==> config.mk <==
export PLATFORM = sky130hd
export DESIGN_NAME = adder_result_collector
export DESIGN_NICKNAME = d
export VERILOG_FILES = /design/src/rtl/adder_pkg.sv /design/src/rtl/adder_collect_fifo.sv /design/src/rtl/adder_result_collector.sv
export SDC_FILE = /design/constraint.sdc
export NUM_CORES = 1
export LEC_CHECK = 0
export ABC_AREA = 1
export ABC_CLOCK_PERIOD_IN_PS = 1960
export CAP_MARGIN = 20
export CORE_AREA = 5 5 74 144
export DETAILED_ROUTE_END_ITERATION = 8
export DIE_AREA = 0 0 79 149
export PLACE_DENSITY = 0.8
export SLEW_MARGIN = 40
export SYNTH_ARGS = -nofsm -noshare
export SYNTH_HDL_FRONTEND = slang
export SYNTH_SLANG_ARGS = --single-unit
export TNS_END_PERCENT = 5
==> constraint.sdc <==
create_clock -name SystemClock -period 1.96 [get_ports SystemClock]
set_input_delay 0.392 -clock SystemClock [delete_from_list [all_inputs] [get_ports SystemClock]]
set_output_delay 0.392 -clock SystemClock [all_outputs]
set_load 0.02 [all_outputs]
==> src/rtl/adder_pkg.sv <==
// adder_pkg: shared widths and entry types for the adder result collector.
// Define ADDER_COLLECT_TIMESTAMP_EN to add a timestamp field to each entry.
package adder_pkg;
  localparam int ADDER_DATA_W = 10;
  localparam int ADDER_TS_W = 16;
  typedef logic [ADDER_DATA_W:0] adder_result_t;
  typedef struct packed {
    adder_result_t result;
`ifdef ADDER_COLLECT_TIMESTAMP_EN
    logic [ADDER_TS_W-1:0] ts;
`endif
  } collect_entry_t;
endpackage

==> src/rtl/adder_collect_fifo.sv <==
// adder_collect_fifo: first-word-fall-through FIFO with explicit occupancy count.
// Ports: SystemClock/nReset (async, active-low), clear (sync flush),
//   push/wdata (caller guarantees room), pop (caller guarantees level != 0),
//   rdata (head; last popped entry, reset 0, when empty), level (0..DEPTH).
module adder_collect_fifo #(
  parameter int DEPTH = 4,
  parameter type T = logic [10:0],
  localparam int AW = $clog2(DEPTH)
) (
  input  logic SystemClock,
  input  logic nReset,
  input  logic clear,
  input  logic push,
  input  logic pop,
  input  T wdata,
  output T rdata,
  output logic [AW:0] level
);
  T mem [DEPTH];
  T last;
  logic [AW-1:0] wp, rp;
  always_ff @(posedge SystemClock or negedge nReset)
    if (!nReset) begin
      wp <= '0;
      rp <= '0;
      level <= '0;
      last <= '0;
    end else if (clear) begin
      wp <= '0;
      rp <= '0;
      level <= '0;
    end else begin
      if (push) wp <= wp + AW'(1);
      if (pop) begin
        rp <= rp + AW'(1);
        last <= mem[rp];
      end
      level <= (push && !pop) ? level + (AW+1)'(1) : (!push && pop) ? level - (AW+1)'(1) : level;
    end
  always_ff @(posedge SystemClock)
    if (push && !clear) mem[wp] <= wdata;
  // Keeping the last popped entry makes the empty head stable rather than stale storage.
  assign rdata = (level != '0) ? mem[rp] : last;
endmodule

==> src/rtl/adder_result_collector.sv <==
// adder_result_collector: captures adder results into a FWFT FIFO with accept/drop statistics.
// Ports: SystemClock, nReset (async, active-low), i_valid/i_result (adder output),
//   i_clear (sync flush of FIFO, flags, counters), o_rd_valid/i_rd_ready/o_rd_data (read port),
//   o_level, o_overflow (sticky), o_acc_cnt (wraps), o_drop_cnt (saturates).
// Define ADDER_COLLECT_TIMESTAMP_EN to add a free-running timestamp and the o_rd_ts port.
module adder_result_collector
  import adder_pkg::*;
#(
  parameter int DATA_W = ADDER_DATA_W,
  parameter int DEPTH = 4,
  parameter int CNT_W = 16,
  parameter int TS_W = ADDER_TS_W
) (
  input  logic SystemClock,
  input  logic nReset,
  input  logic i_valid,
  input  logic [DATA_W:0] i_result,
  input  logic i_clear,
  output logic o_rd_valid,
  input  logic i_rd_ready,
  output logic [DATA_W:0] o_rd_data,
`ifdef ADDER_COLLECT_TIMESTAMP_EN
  output logic [TS_W-1:0] o_rd_ts,
`endif
  output logic [$clog2(DEPTH):0] o_level,
  output logic o_overflow,
  output logic [CNT_W-1:0] o_acc_cnt,
  output logic [CNT_W-1:0] o_drop_cnt
);
  localparam int LW = $clog2(DEPTH) + 1;
  collect_entry_t wr_entry, rd_entry;
  logic pop, push, drop;
  assign o_rd_valid = o_level != '0;
  assign pop = o_rd_valid & i_rd_ready;
  // A full FIFO still accepts when the head leaves on the same edge.
  assign push = i_valid & ((o_level < LW'(DEPTH)) | pop);
  assign drop = i_valid & ~push;
`ifdef ADDER_COLLECT_TIMESTAMP_EN
  logic [TS_W-1:0] ts;
  always_ff @(posedge SystemClock or negedge nReset)
    if (!nReset) ts <= '0;
    else ts <= i_clear ? '0 : ts + TS_W'(1);
  assign o_rd_ts = rd_entry.ts;
`endif
  always_comb begin
    wr_entry = '0;
    wr_entry.result = i_result;
`ifdef ADDER_COLLECT_TIMESTAMP_EN
    wr_entry.ts = ts;
`endif
  end
  assign o_rd_data = rd_entry.result;
  adder_collect_fifo #(.DEPTH(DEPTH), .T(collect_entry_t)) u_fifo (
    .SystemClock(SystemClock),
    .nReset(nReset),
    .clear(i_clear),
    .push(push),
    .pop(pop),
    .wdata(wr_entry),
    .rdata(rd_entry),
    .level(o_level)
  );
  always_ff @(posedge SystemClock or negedge nReset)
    if (!nReset) begin
      o_overflow <= 1'b0;
      o_acc_cnt <= '0;
      o_drop_cnt <= '0;
    end else if (i_clear) begin
      o_overflow <= 1'b0;
      o_acc_cnt <= '0;
      o_drop_cnt <= '0;
    end else begin
      if (push) o_acc_cnt <= o_acc_cnt + CNT_W'(1);
      if (drop) begin
        o_overflow <= 1'b1;
        if (~&o_drop_cnt) o_drop_cnt <= o_drop_cnt + CNT_W'(1);
      end
    end
endmodule

# After elaboration in Yosys (flattened, before gate mapping)
# Memory sizes are Yosys's and may differ from the RTL's.
# Index checks and enable logic that the tools add are counted.
op_classes:
  addsub: 6
  mul: 0
  div: 0
  magnitude_cmp: 1
  eq_ne: 1
  shifts: 0
  n_mux: 17
  bitwise: 6
  reduce_logical: 14
ops:
  columns: ["op", "n"]
  rows:
  - ["$mux 16", 5]
  - ["$add 16x1->16 const B", 2]
  - ["$reduce_and 16->1", 1]
  - ["$mux 11", 1]
  - ["$mux 3", 3]
  - ["$mux 2", 4]
  - ["$reduce_bool 2->1", 3]
  - ["$reduce_bool 3->1", 2]
  - ["$add 2x1->2 const B", 2]
  - ["$mux 1", 4]
  - ["$reduce_and 2->1", 2]
  - ["$add 3x1->3 const B", 1]
  - ["$and 1x1->1", 3]
  - ["$logic_and 1x1->1", 3]
  - ["$logic_not 1->1", 3]
  - ["$lt 3x3->1 const B", 1]
  - ["$sub 3x1->3 const B", 1]
  - ["$ne 2x2->1 const B", 1]
  - ["$not 1->1", 2]
  - ["$or 1x1->1", 1]
totals:
  regBits: 51
  latchBits: 0
  ram_bits: 44
  rom_bits: 0
  input_bits: 16
  out_inout_bits: 48
  elab_cells: 53
  mem_count: 1
mem_list:
  columns: ["memory", "words", "word_bits", "read_ports", "rd_ports_with_merged_regs", "write_ports", "line_no", "rtl"]
  rows:
  - ["u_fifo.mem", 4, 11, 1, 0, 1, "adder_collect_fifo.sv:19", "T mem [DEPTH];"]

# Depth between registers and ports, before layout
logic_depth:
  word_depth: 9
  ltp_mapped: 10
  ltp_nobuf: 10

# Hierarchy
# A second synthesis with hierarchy kept.
unflattened:
  cells_unflattened: 547
  area_unflattened_um2: 4675.7
by_module_without_submodules:
  columns: ["mod", "instances", "cells_per_inst", "area_per_inst_um2", "seq_area_each_um2"]
  rows:
  - ["adder_collect_fifo", 1, 262, 2673.8, 1771.7]
  - ["adder_result_collector", 1, 285, 2001.9, 825.8]

# Least setup slack after synthesis
# No wires, ideal clock.
synth_path:
  path_type: "flip-flop to output port"
  from: "register u_fifo.level[2]"
  to: "output o_rd_data[1]"
  arrival_time_ns: 1.551
  t_required_ns: 1.568
  path_slack_ns: 0.017
  path_stages_with_launch: 5
  n_path_buf: 1
  path_cell_list: "dfrtp_1 > inv_2 > nand3_2 > clkbuf_1 > o21ai_0"
synth_between:
  elab_chain_cells: 2
synth_rtl:
  columns: ["element", "line_no", "rtl"]
  rows:
  - ["from (decl)", "adder_collect_fifo.sv:17", "output logic [AW:0] level"]
  - ["from (signal assigned)", "adder_collect_fifo.sv:38", "level <= (push && !pop) ? level + (AW+1)'(1) : (!push && pop) ? level - (AW+1)'(1) : level;"]
  - ["$reduce_bool 3->1", null, null]
  - ["named net o_rd_valid", "adder_result_collector.sv:19", "output logic o_rd_valid,"]
  - ["$mux 11", "adder_collect_fifo.sv:43", "assign rdata = (level != '0) ? mem[rp] : last;"]
  - ["to (decl)", "adder_result_collector.sv:21", "output logic [DATA_W:0] o_rd_data,"]
# The timed path passes the listed nets, and every way through them passes these cells.

# Worst setup path after layout
layout_path:
  from: "register u_fifo.rp[0]"
  to: "output o_rd_data[3]"
layout_between:
  elab_chain_cells: 2
layout_rtl:
  columns: ["element", "line_no", "rtl"]
  rows:
  - ["from (decl)", "adder_collect_fifo.sv:21", "logic [AW-1:0] wp, rp;"]
  - ["from (signal assigned)", "adder_collect_fifo.sv:35", "rp <= rp + AW'(1);"]
  - ["$mem_v2 4x11", null, null]
  - ["$mux 11", "adder_collect_fifo.sv:43", null]
# Every way passes these cells.

==> flow_summary_export.csv <==
group,metric,value,unit
synth,seq_area_frac_synth,0.564,
clock_network,cts.htree.levels,3,
placement,place_inst,705,
global_route,overflow,0,
sta,maxSlewHeadroom,0.774,
clock_network,clk_pin_slew_worst_paths,0.07,ns
route,vias_per_cell,5.33,
route,wirelength,10.8,mm
floorplan,initial_core_util,0.494,
setup_path,cp-end-kind,"output port",
setup_path,r2r_start,"u_fifo.level[0]$_DFFE_PN0P_",
power_and_ir_drop,ir_worst_vdd,0.515,mV
placement,place_ws,-0.0845,ns
route,drt-initial-drc-count,202,
sta,finalWorstSetupSlack,-0.00572,ns
setup_path,worst_ep_arrival_time,1.57,ns
power_and_ir_drop,p_leak,2.62,nW
cells_and_area,fin_cells,724,
global_route,grt_max_degree,52,
synth,synth.area.top_cells,"edfxtp_1 (29%), dfrtp_1 (28%), nand2_1 (9.1%)",
floorplan,core,0.00932,sq mm
worst_hold_path,hold_class,"in2async",
synth,async_reset_ff_frac,0.537,
floorplan,die_x,79,microns
sta,max_freq,509,MHz
floorplan,die_h,149,microns
global_route,antenna_found_initial,0,
route,vias,3857,
setup_path,worstSetupPathType,"reg2out",
sta,finalCritPeriodShare,1.00,
setup_path,cp_max_fo,8,
clock_network,clock_path_buffers,2,
setup_path,crit_required,1.57,ns
placement,gp_congestion,0.941,
clock_network,cts_tree,"yes",
route,wl_per_cell,15.0,microns
synth,synthTopCellsByCount,"nand2_1 (112), nor2_1 (66), inv_1 (58)",
run_status,status,"complete, but fails checks",
placement,hpwlAfterDp,7.80,mm
global_route,grt_pass1_wl,17.0,mm
cells_and_area,synthToLayoutAreaGrowth,30.9,%
run,cap_violations,0,
floorplan,ios,64,
clock_network,clockRootBuffer,"clkbuf_16",
synth,syn_area_per_cell,8.88,sq um
setup_path,worst_setup_path_start_kind,"flop",
cells_and_area,fin_nets,638,
clock_network,clkLatencyLatePin,0.33,ns
synth,synth_cells,519,
synth,synth.most_common_cell,"nand2_1",
synth,synth_edf_count,44,
route,firstDrtPassIters,4,
setup_path,cp-startpoint,"u_fifo.rp[0]$_DFFE_PN0P_",
synth,synth_top_area_cell,"edfxtp_1",
synth,yosys_warnings,0,
power_and_ir_drop,powerDensity,1020,mW/mm^2
route,drc,0,
clock_network,cts.sink_count,95,
sta,setup_tns,-0.0112,ns
sta,rsz0062_at_grt,"yes",
sta,final-hold-violation-count,0,
global_route,grtUsageTotal,0.183,
global_route,grt_pass1_vias,3838,
synth,synth_nets,542,
synth,synth_flop_cell,"dfrtp_1",
route,antenna_left,0,
synth,synth.distinct_cells,35,
cells_and_area,fin_util,0.647,
sta,finalCriticalPeriod,1.97,ns
cells_and_area,n_antenna_cell,0,
synth,synth_seq_cells,95,
clock_network,numCtsBuffers,9,
sta,skew,0.00524,ns
floorplan,rows,50,
power_and_ir_drop,power,0.00618,W
sta,worst-slew-pin-transition,0.336,ns
floorplan,die_area,0.0118,sq mm
synth,syn_area,0.00461,sq mm
sta,setup_violations,2,
cells_and_area,drive_above_1_share,0.187,
clock_network,hold_buffers,0,
placement,numPortBuffers,63,
run_status,violations,"negative setup slack",
sta,maxSlewViolCount,0,
synth,yosysTopAreaCellShare,0.287,
repair_timing:
action,4_1_cts,5_1_grt
cloned,0,2
setup buffers,0,1
gates resized for setup,53,90
pin swaps,0,20
setup endpoints to repair,12,11
placed cells by master (no fill, tap or decap), types with 2 or more instances in the layout:
| cell type | synthesis | layout |
|---|---|---|
| nand2_1 | 112 | 112 |
| inv_1 | 58 | 57 |
| nor2_1 | 66 | 56 |
| clkdlybuf4s50_1 | 0 | 50 |
| dfrtp_1 | 51 | 50 |
| edfxtp_1 | 44 | 44 |
| buf_4 | 1 | 37 |
| nand3_1 | 33 | 33 |
| o21ai_1 | 7 | 29 |
| o21ai_0 | 57 | 26 |
| nor2_2 | 2 | 12 |
| nand4_1 | 12 | 12 |
| o22ai_2 | 0 | 11 |
| o21ai_2 | 0 | 9 |
| a21oi_1 | 9 | 9 |
| clkbuf_16 | 0 | 9 |
| nor3_1 | 7 | 7 |
| nand2_2 | 6 | 6 |
| xor2_1 | 6 | 6 |
| ha_1 | 6 | 6 |
| buf_6 | 2 | 5 |
| buf_12 | 0 | 4 |
| inv_2 | 3 | 3 |
| inv_6 | 0 | 3 |
| nand3_2 | 2 | 2 |
| inv_4 | 1 | 2 |
| buf_8 | 0 | 2 |
worst max-delay path, cell delays in order, from the launching register on:
cell and delay [ns]:
dfrtp_2 0.46, buf_6 0.15, o21ai_0 0.24, o22ai_2 0.11, nand2_1 0.07, o21ai_1 0.05
buf_4 0.15
report_power, final:
group,switching [W],total (W),internal [W],leakage [nW]
registers,0.0000893,0.00238,0.00229,1.08
clock network,0.000745,0.00166,0.000917,0.146
logic,0.00123,0.00214,0.000906,1.39
total,0.00207,0.00618,0.00412,2.62
cell type report:
| cell class | count | area, sq um |
|---|---|---|
| fill | 735 | 3290 |
| inverter | 62 | 238 |
| clock buffer | 10 | 239 |
| multi-input combinational | 346 | 1810 |
| sequential | 95 | 2600 |
| tap | 104 | 130 |
| timing repair buffer | 101 | 966 |
| clock inverter | 6 | 51.3 |
routing by layer:
| metal | vias to the layer above | part of all wire | GRT usage |
|---|---|---|---|
| li1 | 1916 | - | - |
| met1 | 1830 | 0.35 | 0.178 |
| met2 | 87 | 0.58 | 0.359 |
| met3 | 24 | 0.038 | 0.0339 |
| met4 | 0 | 0.026 | 0.0792 |
| met5 | - | 0 | 0 |
cells by family after synthesis:
logic type | Yosys count | share of synthesized area
simple gates | 246 | 0.232
flops | 95 | 0.564
compound gates | 87 | 0.101
buf+inv | 78 | 0.0711
fa+ha+maj | 7 | 0.0206
xor+xnor | 6 | 0.0114
state kept, by name, summed over array words and instances, names as in the netlist:
register / count
o_acc_cnt: 16
o_drop_cnt: 16
o_overflow: 1
u_fifo.last: 11
u_fifo.level: 3
u_fifo.mem: 44
u_fifo.rp: 2
u_fifo.wp: 2
path summary, 6_finish.rpt:
kind                                               end  slack (ns)  cells after the start
setup / recovery                          o_rd_data[3]      -0.006                      6
hold / removal              u_fifo.last[7]$_DFFE_PN0P_        0.05                      2
setup reg to reg           u_fifo.level[2]$_DFFE_PN0P_        0.25                     10
hold reg to reg                 o_overflow$_DFFE_PN0P_        0.53                      1
max in group asynchronous     u_fifo.rp[0]$_DFFE_PN0P_        1.65                      2
min in group SystemClock        o_overflow$_DFFE_PN0P_        0.53                      1
through the flow:
| step | hold WS, ns | cell area (sq um) |
|---|---|---|
| 5_1_grt | 0.0642 | 6030 |
| 4_1_cts | 0.0496 | 5820 |
| 2_1_floorplan | 0.0964 | 4610 |
| 3_3_place_gp | 0.411 | 5590 |
| 3_5_place_dp | 0.409 | 5590 |
| 6_report | 0.0460 | 6030 |
Note: power is estimated with default switching activity, not from simulation.
